<file path="config.mk">
export PLATFORM = sky130hd
export DESIGN_NAME = regfile_check_sequencer
export DESIGN_NICKNAME = d
export VERILOG_FILES = /design/src/rtl/regfile_check_sequencer.sv
export SDC_FILE = /design/constraint.sdc
export NUM_CORES = 2
export LEC_CHECK = 0
export ABC_AREA = 1
export CAP_MARGIN = 40
export CORE_MARGIN = 5
export CORE_UTILIZATION = 48
export CTS_BUF_LIST = sky130_fd_sc_hd__clkbuf_4 sky130_fd_sc_hd__clkbuf_8 sky130_fd_sc_hd__clkbuf_16
export DETAILED_ROUTE_END_ITERATION = 16
export GPL_TIMING_DRIVEN = 0
export PLACE_DENSITY = 0.71
export REMOVE_ABC_BUFFERS = 1
export SLEW_MARGIN = 10
export SYNTH_ARGS = -nofsm -noshare
export SYNTH_HDL_FRONTEND = slang
export SYNTH_SLANG_ARGS = --single-unit
</file>
<file path="constraint.sdc">
create_clock -name clk -period 10.3 [get_ports clk]
set_clock_uncertainty 0.05 [all_clocks]
set_input_delay 2.06 -clock clk [delete_from_list [all_inputs] [get_ports clk]]
set_output_delay 2.06 -clock clk [all_outputs]
set_load 0.01 [all_outputs]
</file>
<file path="src/rtl/regfile_check_sequencer.sv">
// Self-check engine: shadows the register-file writeback port and walks a table of
// flag-released register checks, reporting pass, mismatch or per-stage timeout.
module regfile_check_sequencer #(
    parameter int NUM_CHECKS     = 8,
    parameter int FLAG_REG       = 20,
    parameter int TIMEOUT_CYCLES = 100000,
    parameter int XLEN           = 32,
    localparam int IDX_W         = (NUM_CHECKS > 1) ? $clog2(NUM_CHECKS) : 1
) (
    input  logic             clk,
    input  logic             rst,
    input  logic             wb_we,
    input  logic [4:0]       wb_rd,
    input  logic [XLEN-1:0]  wb_data,
    input  logic             cfg_we,
    input  logic [IDX_W-1:0] cfg_idx,
    input  logic [XLEN-1:0]  cfg_flag,
    input  logic [4:0]       cfg_reg,
    input  logic [XLEN-1:0]  cfg_value,
    input  logic [IDX_W:0]   cfg_count,
    input  logic             start,
    output logic             busy,
    output logic             done,
    output logic             pass,
    output logic             fail,
    output logic             timeout,
    output logic [IDX_W-1:0] fail_idx,
    output logic [XLEN-1:0]  fail_got
);
    localparam int CNT_W  = IDX_W + 1;
    localparam int TCNT_W = $clog2(TIMEOUT_CYCLES);
    localparam logic [TCNT_W-1:0] TCNT_LAST = TCNT_W'(TIMEOUT_CYCLES - 1);
    localparam logic [TCNT_W-1:0] TCNT_ONE  = TCNT_W'(1);
    localparam logic [CNT_W-1:0]  COUNT_MAX = CNT_W'(NUM_CHECKS);
    localparam logic [CNT_W-1:0]  COUNT_ONE = CNT_W'(1);
    localparam logic [IDX_W-1:0]  IDX_ONE   = IDX_W'(1);
    localparam logic [4:0]        FLAG_IDX  = 5'(FLAG_REG);

    typedef enum logic [2:0] {S_IDLE, S_WAIT, S_CHECK, S_PASS, S_FAIL} state_t;
    state_t state_reg, state_next;

    logic [IDX_W-1:0]  idx_reg;
    logic [TCNT_W-1:0] tcnt_reg;
    logic [CNT_W-1:0]  count_reg;
    logic              timeout_reg;
    logic [IDX_W-1:0]  fail_idx_reg;
    logic [XLEN-1:0]   fail_got_reg;

    // Check table: deliberately not reset so a programmed table survives a reset.
    logic [XLEN-1:0] flag_mem  [NUM_CHECKS];
    logic [4:0]      reg_mem   [NUM_CHECKS];
    logic [XLEN-1:0] value_mem [NUM_CHECKS];

    logic [XLEN-1:0] shadow_reg [32];

    logic             cfg_open;
    logic             start_ok;
    logic [CNT_W-1:0] count_sel;
    logic [XLEN-1:0]  flag_now;
    logic [XLEN-1:0]  chk_now;
    logic             flag_hit;
    logic             chk_hit;
    logic             last_entry;
    logic             tcnt_last;

    assign cfg_open   = (state_reg == S_IDLE) || (state_reg == S_PASS) || (state_reg == S_FAIL);
    assign start_ok   = cfg_open && start;
    assign count_sel  = (cfg_count > COUNT_MAX) ? COUNT_MAX : cfg_count;
    assign flag_now   = shadow_reg[FLAG_IDX];
    assign chk_now    = shadow_reg[reg_mem[idx_reg]];
    assign flag_hit   = (flag_now == flag_mem[idx_reg]);
    assign chk_hit    = (chk_now == value_mem[idx_reg]);
    assign last_entry = ({1'b0, idx_reg} == (count_reg - COUNT_ONE));
    assign tcnt_last  = (tcnt_reg == TCNT_LAST);

    always_ff @(posedge clk) begin
        if (cfg_we && cfg_open && ({1'b0, cfg_idx} < COUNT_MAX)) begin
            flag_mem[cfg_idx]  <= cfg_flag;
            reg_mem[cfg_idx]   <= cfg_reg;
            value_mem[cfg_idx] <= cfg_value;
        end
    end

    // x0 is cleared on reset and never written, so it always reads as zero.
    always_ff @(posedge clk) begin
        if (rst) begin
            for (int i = 0; i < 32; i++) begin
                shadow_reg[i] <= '0;
            end
        end else if (wb_we && (wb_rd != 5'd0)) begin
            shadow_reg[wb_rd] <= wb_data;
        end
    end

    always_ff @(posedge clk) begin
        if (rst) begin
            state_reg <= S_IDLE;
        end else begin
            state_reg <= state_next;
        end
    end

    always_comb begin
        state_next = state_reg;
        unique case (state_reg)
            S_IDLE, S_PASS, S_FAIL: begin
                if (start) begin
                    state_next = (count_sel == '0) ? S_PASS : S_WAIT;
                end
            end
            S_WAIT: begin
                if (flag_hit) begin
                    state_next = S_CHECK;
                end else if (tcnt_last) begin
                    state_next = S_FAIL;
                end
            end
            S_CHECK: begin
                if (!chk_hit) begin
                    state_next = S_FAIL;
                end else if (last_entry) begin
                    state_next = S_PASS;
                end else begin
                    state_next = S_WAIT;
                end
            end
            default: state_next = S_IDLE;
        endcase
    end

    always_ff @(posedge clk) begin
        if (rst) begin
            idx_reg      <= '0;
            tcnt_reg     <= '0;
            count_reg    <= '0;
            timeout_reg  <= 1'b0;
            fail_idx_reg <= '0;
            fail_got_reg <= '0;
        end else if (start_ok) begin
            idx_reg      <= '0;
            tcnt_reg     <= '0;
            count_reg    <= count_sel;
            timeout_reg  <= 1'b0;
            fail_idx_reg <= '0;
            fail_got_reg <= '0;
        end else if (state_reg == S_WAIT && !flag_hit) begin
            if (tcnt_last) begin
                timeout_reg  <= 1'b1;
                fail_idx_reg <= idx_reg;
                fail_got_reg <= flag_now;
            end else begin
                tcnt_reg <= tcnt_reg + TCNT_ONE;
            end
        end else if (state_reg == S_CHECK) begin
            if (!chk_hit) begin
                timeout_reg  <= 1'b0;
                fail_idx_reg <= idx_reg;
                fail_got_reg <= chk_now;
            end else if (!last_entry) begin
                idx_reg  <= idx_reg + IDX_ONE;
                tcnt_reg <= '0;
            end
        end
    end

    always_comb begin
        busy     = (state_reg == S_WAIT) || (state_reg == S_CHECK);
        done     = (state_reg == S_PASS) || (state_reg == S_FAIL);
        pass     = (state_reg == S_PASS);
        fail     = (state_reg == S_FAIL);
        timeout  = (state_reg == S_FAIL) && timeout_reg;
        fail_idx = fail_idx_reg;
        fail_got = fail_got_reg;
    end

endmodule

</file>
### Yosys cells after proc, flatten, opt, wreduce, memory -nomap -nowiden

Memories as Yosys holds them, arrays and structs flattened. A register that Yosys moved wholly into a read port is not among the register bits.
Index checks and enable logic that the tools add are counted.
Widths: inputs -> output; s select.

| storage, ports and cells | value |
|---|---|
| output and inout bits | 40 |
| bits in registers | 63 |
| logic and storage cells | 94 |
| memory bits (writable) | 1576 |
| memories | 4 |

Memory list:

| memory | words | bits a word | read ports | clocked after Yosys merged registers in | write ports | line | text |
|---|---|---|---|---|---|---|---|
| shadow_reg | 32 | 32 | 2 | 0 | 32 | 54 | `logic [XLEN-1:0] shadow_reg [32];` |
| flag_mem | 8 | 32 | 1 | 1 | 1 | 50 | `logic [XLEN-1:0] flag_mem [NUM_CHECKS];` |
| value_mem | 8 | 32 | 1 | 1 | 1 | 52 | `logic [XLEN-1:0] value_mem [NUM_CHECKS];` |
| reg_mem | 8 | 5 | 1 | 1 | 1 | 51 | `logic [4:0] reg_mem [NUM_CHECKS];` |

| cells by class | value |
|---|---|
| reduce and logical (&&, ||, !) cells | 22 |
| bitwise operators | 2 |
| $add $sub $neg | 3 |
| equal/unequal tests | 14 |
| mux-type cells | 41 |
| order comparisons | 1 |

Operators with widths:

| operator | count |
|---|---|
| $mux 32 | 5 |
| $mux 17 | 5 |
| $eq 32x32->1 | 2 |
| $mux 3 | 14 |
| $reduce_or 32->1 | 1 |
| $add 17x1->17 const B | 1 |
| $eq 17x17->1 const B | 1 |
| $mux 1 | 12 |
| $pmux 3 s3 | 1 |
| $reduce_and 4->1 | 2 |
| $eq 3x2->1 const B | 2 |
| $ne 2x2->1 const B | 3 |
| $logic_and 1x1->1 | 5 |
| $mux 5 | 1 |
| $reduce_bool 5->1 | 1 |
| $eq 3x4->1 | 1 |
| $gt 4x4->1 const B | 1 |
| $logic_not 4->1 | 1 |
| $logic_or 1x1->1 | 4 |
| $mux 2 | 2 |
| $mux 4 | 1 |
| $ne 2x1->1 const B | 2 |
| $reduce_bool 2->1 | 2 |
| $sub 4x1->4 const B | 1 |
| 11 further kinds | 12 |

### Longest topological paths before layout

An unclocked memory read counts as a cell.

| logic depth | value |
|---|---|
| depth in word-level cells | 8 |
| depth in mapped cells | 28 |
| gate-level depth less buffers | 24 |

### Worst setup path after synthesis

No wires, ideal clock.

| timing path | value |
|---|---|
| path kind | input to register |
| from | in cfg_we |
| to | mem flag_mem[0][0] (enable) |
| arrival | 5198 ps |
| slack | 4556 ps |
| stages | 4 |
| cell sequence | inv_1 > nor2_1 > nand2_1 > nor2_1 |

| between the ends | value |
|---|---|
| word-level cells in the longest chain between the ends | 3 |

Ends and longest elaborated chain:

| what | line | text |
|---|---|---|
| from (decl) | 15 | `input logic cfg_we,` |
| $logic_and 1x1->1 | 77 | `if (cfg_we && cfg_open && ({1'b0, cfg_idx} < COUNT_MAX)) begin` |
| $mux 1 | 77 |  |
| $mux 1 (not written as such) | 78 | `flag_mem[cfg_idx] <= cfg_flag;` |
| to (decl) | 50 |  |

Every way passes these cells.

==> flow_metrics.tcl <==
set metrics [dict create \
    status "complete, no violations" \
    path_max_fanout 148 \
    final_hold_viol_count 0 \
    min_path_cells 2 \
    whs_endpoint "timeout_reg" \
    worstHoldPathType "reg -> reg" \
    critPathArrivalTime_ns 9.37 \
    finalInstanceArea_um2 82600 \
    portBuffers 157 \
    final-seq-area_um2 48700 \
    die_h_um 397 \
    drive_gt1_frac 0.0756 \
    grt_pass1_vias 50700 \
    num_rows 142 \
    cp-start-kind "flip-flop" \
    cts_sinks 1642 \
    reg2regPathDepth 30 \
    fin_tns_setup_ns 0 \
    yosys.area.top_type "edfxtp_1" \
    syn_avg_cell_area_um2 10.4 \
    drt-initial-drc-count 8065 \
    critPathSlowestCell "dfxtp_4" \
    ys_ff_latch 1642 \
    ys_warn_count 0 \
    instances_no_fill 9008 \
    ant_nets 0 \
    grt_setup_unrepaired "no" \
    area_delta_synth_final_pct 14.7 \
    postCtsSetupRepairBufs 0 \
    syn_area_um2 72000 \
    dp_cells 8706 \
    ios 158 \
    setup_viol 0 \
    nFillCells 12100 \
    dr_total_vias 53800 \
    synth_edf_count 1576 \
    path_class "reg -> reg" \
    post_cts_resized 0 \
    pre_cts_slack_ns 1.67 \
    worst_pin_slew_ns 0.942 \
    tritoncts "done" \
    largest_reg_flops 1024 \
    wire_per_inst_um 23.9 \
    timing.rr.end "fail_got[26]" \
    drcViolationCount 0 \
    period_needed_ns 8.74 \
    cts_root_buffer "clkbuf_16" \
    seq_area_frac_synth 0.676 \
    multi_input_area_um2 20600 \
    p_per_area_nw_per_um2 178 \
    clockBufferDepth 3 \
    top_usage_layer "met2" \
    syn_inst 6945 \
    critPathMaxStageDelay_ns 0.58 \
    min-delay-start "timeout_reg" \
    die_w_um 397 \
    cp-end-kind "flip-flop" \
    dr.pass1.iters 8 \
    synth_area_leaders "edfxtp_1 66%, nand3_1 9.3%, nand2_1 7.4%" \
    grt_util_met1 0.353 \
    coreArea_um2 149000 \
    post_dp_cell_area_um2 77300 \
    fmax_ghz 0.114 \
    start_util 0.482 \
    nets 6978 \
    final_common_cell "edfxtp_1" \
    grt_max_degree 149 \
    holdWs_ns 0.441 \
    fin_ws_ns 1.56 \
    cts.clk_slew.worst_paths_ns 0.06 \
    globalRouteTotalUtil 0.265 \
    finalCritPeriodShare 0.849 \
    cts-hold-fix-buffers 0 \
    grt_overflow_total 0 \
    timing.slew.headroom 0.370 \
    ff2ff_setup_slack_ns 1.56 \
    dieArea_um2 158000 \
    drt-total-wl_mm 215 \
    use_met2 0.408 \
    avgViaCountPerCell 5.98 \
    cts_made_buffers 163 \
    gp_congestion 0.857 \
    ys_types 41 \
    grt_pass1_wl_mm 317 \
    p_leak_nw 30.7 \
    h-tree-depth 4 \
    use_met3 0.0609 \
    synth_top_area_frac 0.657 \
    maxCapViolCount 0 \
    final_cell_mix "1576 x edfxtp_1, 1354 x nand2_1, 1345 x nand3_1" \
    drv_slew 0 \
    synthArstFlopShare 0 \
    clock_latency_ns 0.80 \
    synth_ff_type "edfxtp_1" \
    ir_drop_mv 0.160 \
    antenna_found_initial 15 \
    place_hpwl_mm 128 \
    worstPathRequired_ns 10.93 \
]
## worst max-delay path, delay by kind of cell (launching register included)
| kind | cells | cell delay [ns] |
|---|---|---|
| buffers and inverters | 11 | 3.58 |
| flip-flops | 1 | 0.58 |
| AND/OR/NAND/NOR | 19 | 4.02 |
## power by group
| part | internal, mW | switching, mW |
|---|---|---|
| clock network | 3.33 | 2.56 |
| registers | 7.62 | 0.106 |
| logic | 0.334 | 0.759 |
| total | 11.3 | 3.43 |
## cells in the mapped netlist (7+ instances only)
| cell | number |
|---|---|
| a22oi_1 | 7 |
| inv_1 | 159 |
| dfxtp_1 | 66 |
| xnor2_1 | 9 |
| buf_2 | 146 |
| clkinv_1 | 28 |
| clkbuf_1 | 361 |
| nand2_1 | 1421 |
| nand3_1 | 1345 |
| nor3_1 | 19 |
| a21oi_1 | 124 |
| o211ai_1 | 14 |
| o221ai_1 | 22 |
| or2_2 | 10 |
| o21ai_1 | 9 |
| o21ai_0 | 158 |
| edfxtp_1 | 1576 |
| nor2_1 | 1209 |
| xor2_1 | 38 |
| buf_4 | 8 |
| a32o_1 | 54 |
| buf_1 | 50 |
| nand4_1 | 43 |
| nand3b_1 | 8 |
| o22ai_1 | 17 |
## area by class of cell
cell class / count / share of cell area
flip-flops and latches: 1642 / 0.589
multi-input cells: 4571 / 0.250
repair buffers: 287 / 0.0574
clock buffers: 213 / 0.0544
well taps: 2016 / 0.0305
clock inverters: 81 / 0.00926
inverters: 192 / 0.00926
diodes: 6 / 0.000182
## worst max-delay path by stage
stage,end,slack [ns],cells past startpoint
detailed placement,fail_got[28],1.67,30
CTS,fail_got[26],1.63,30
floorplan,fail_got[28],-12.37,23
global placement,fail_got[31],-41.72,23
global route,fail_got[27],0.87,30
finish,fail_got[26],1.56,30
## per-layer routing
| layer | up-vias | part of all wire |
|---|---|---|
| met5 | - | 0.00034 |
| met4 | 10 | 0.055 |
| met3 | 535 | 0.12 |
| met2 | 3514 | 0.46 |
| met1 | 26000 | 0.37 |
| li1 | 23800 | - |
## kinds of logic (layout without fill, tap and decap cells)
group | after synthesis | count (layout) | share of synthesized area
adder cells (fa/ha/maj) | 3 | 3 | 0.000521
buffers and inverters | 763 | 773 | 0.0434
flip-flops | 1642 | 1642 | 0.676
XOR/XNOR | 47 | 47 | 0.00572
AO/OA/AOI/OAI | 414 | 414 | 0.0351
AND/OR/NAND/NOR | 4075 | 4075 | 0.240
other | 1 | 38 | 0.0000521
## per-stage QoR
step	total power, mW	util
detailed placement	8.93	0.517
finish	14.7	0.553
CTS	14.7	0.552
global placement	8.84	0.494
global route	15.1	0.553
floorplan	8.38	-
No activity file was read; power rests on OpenSTA's default activity.
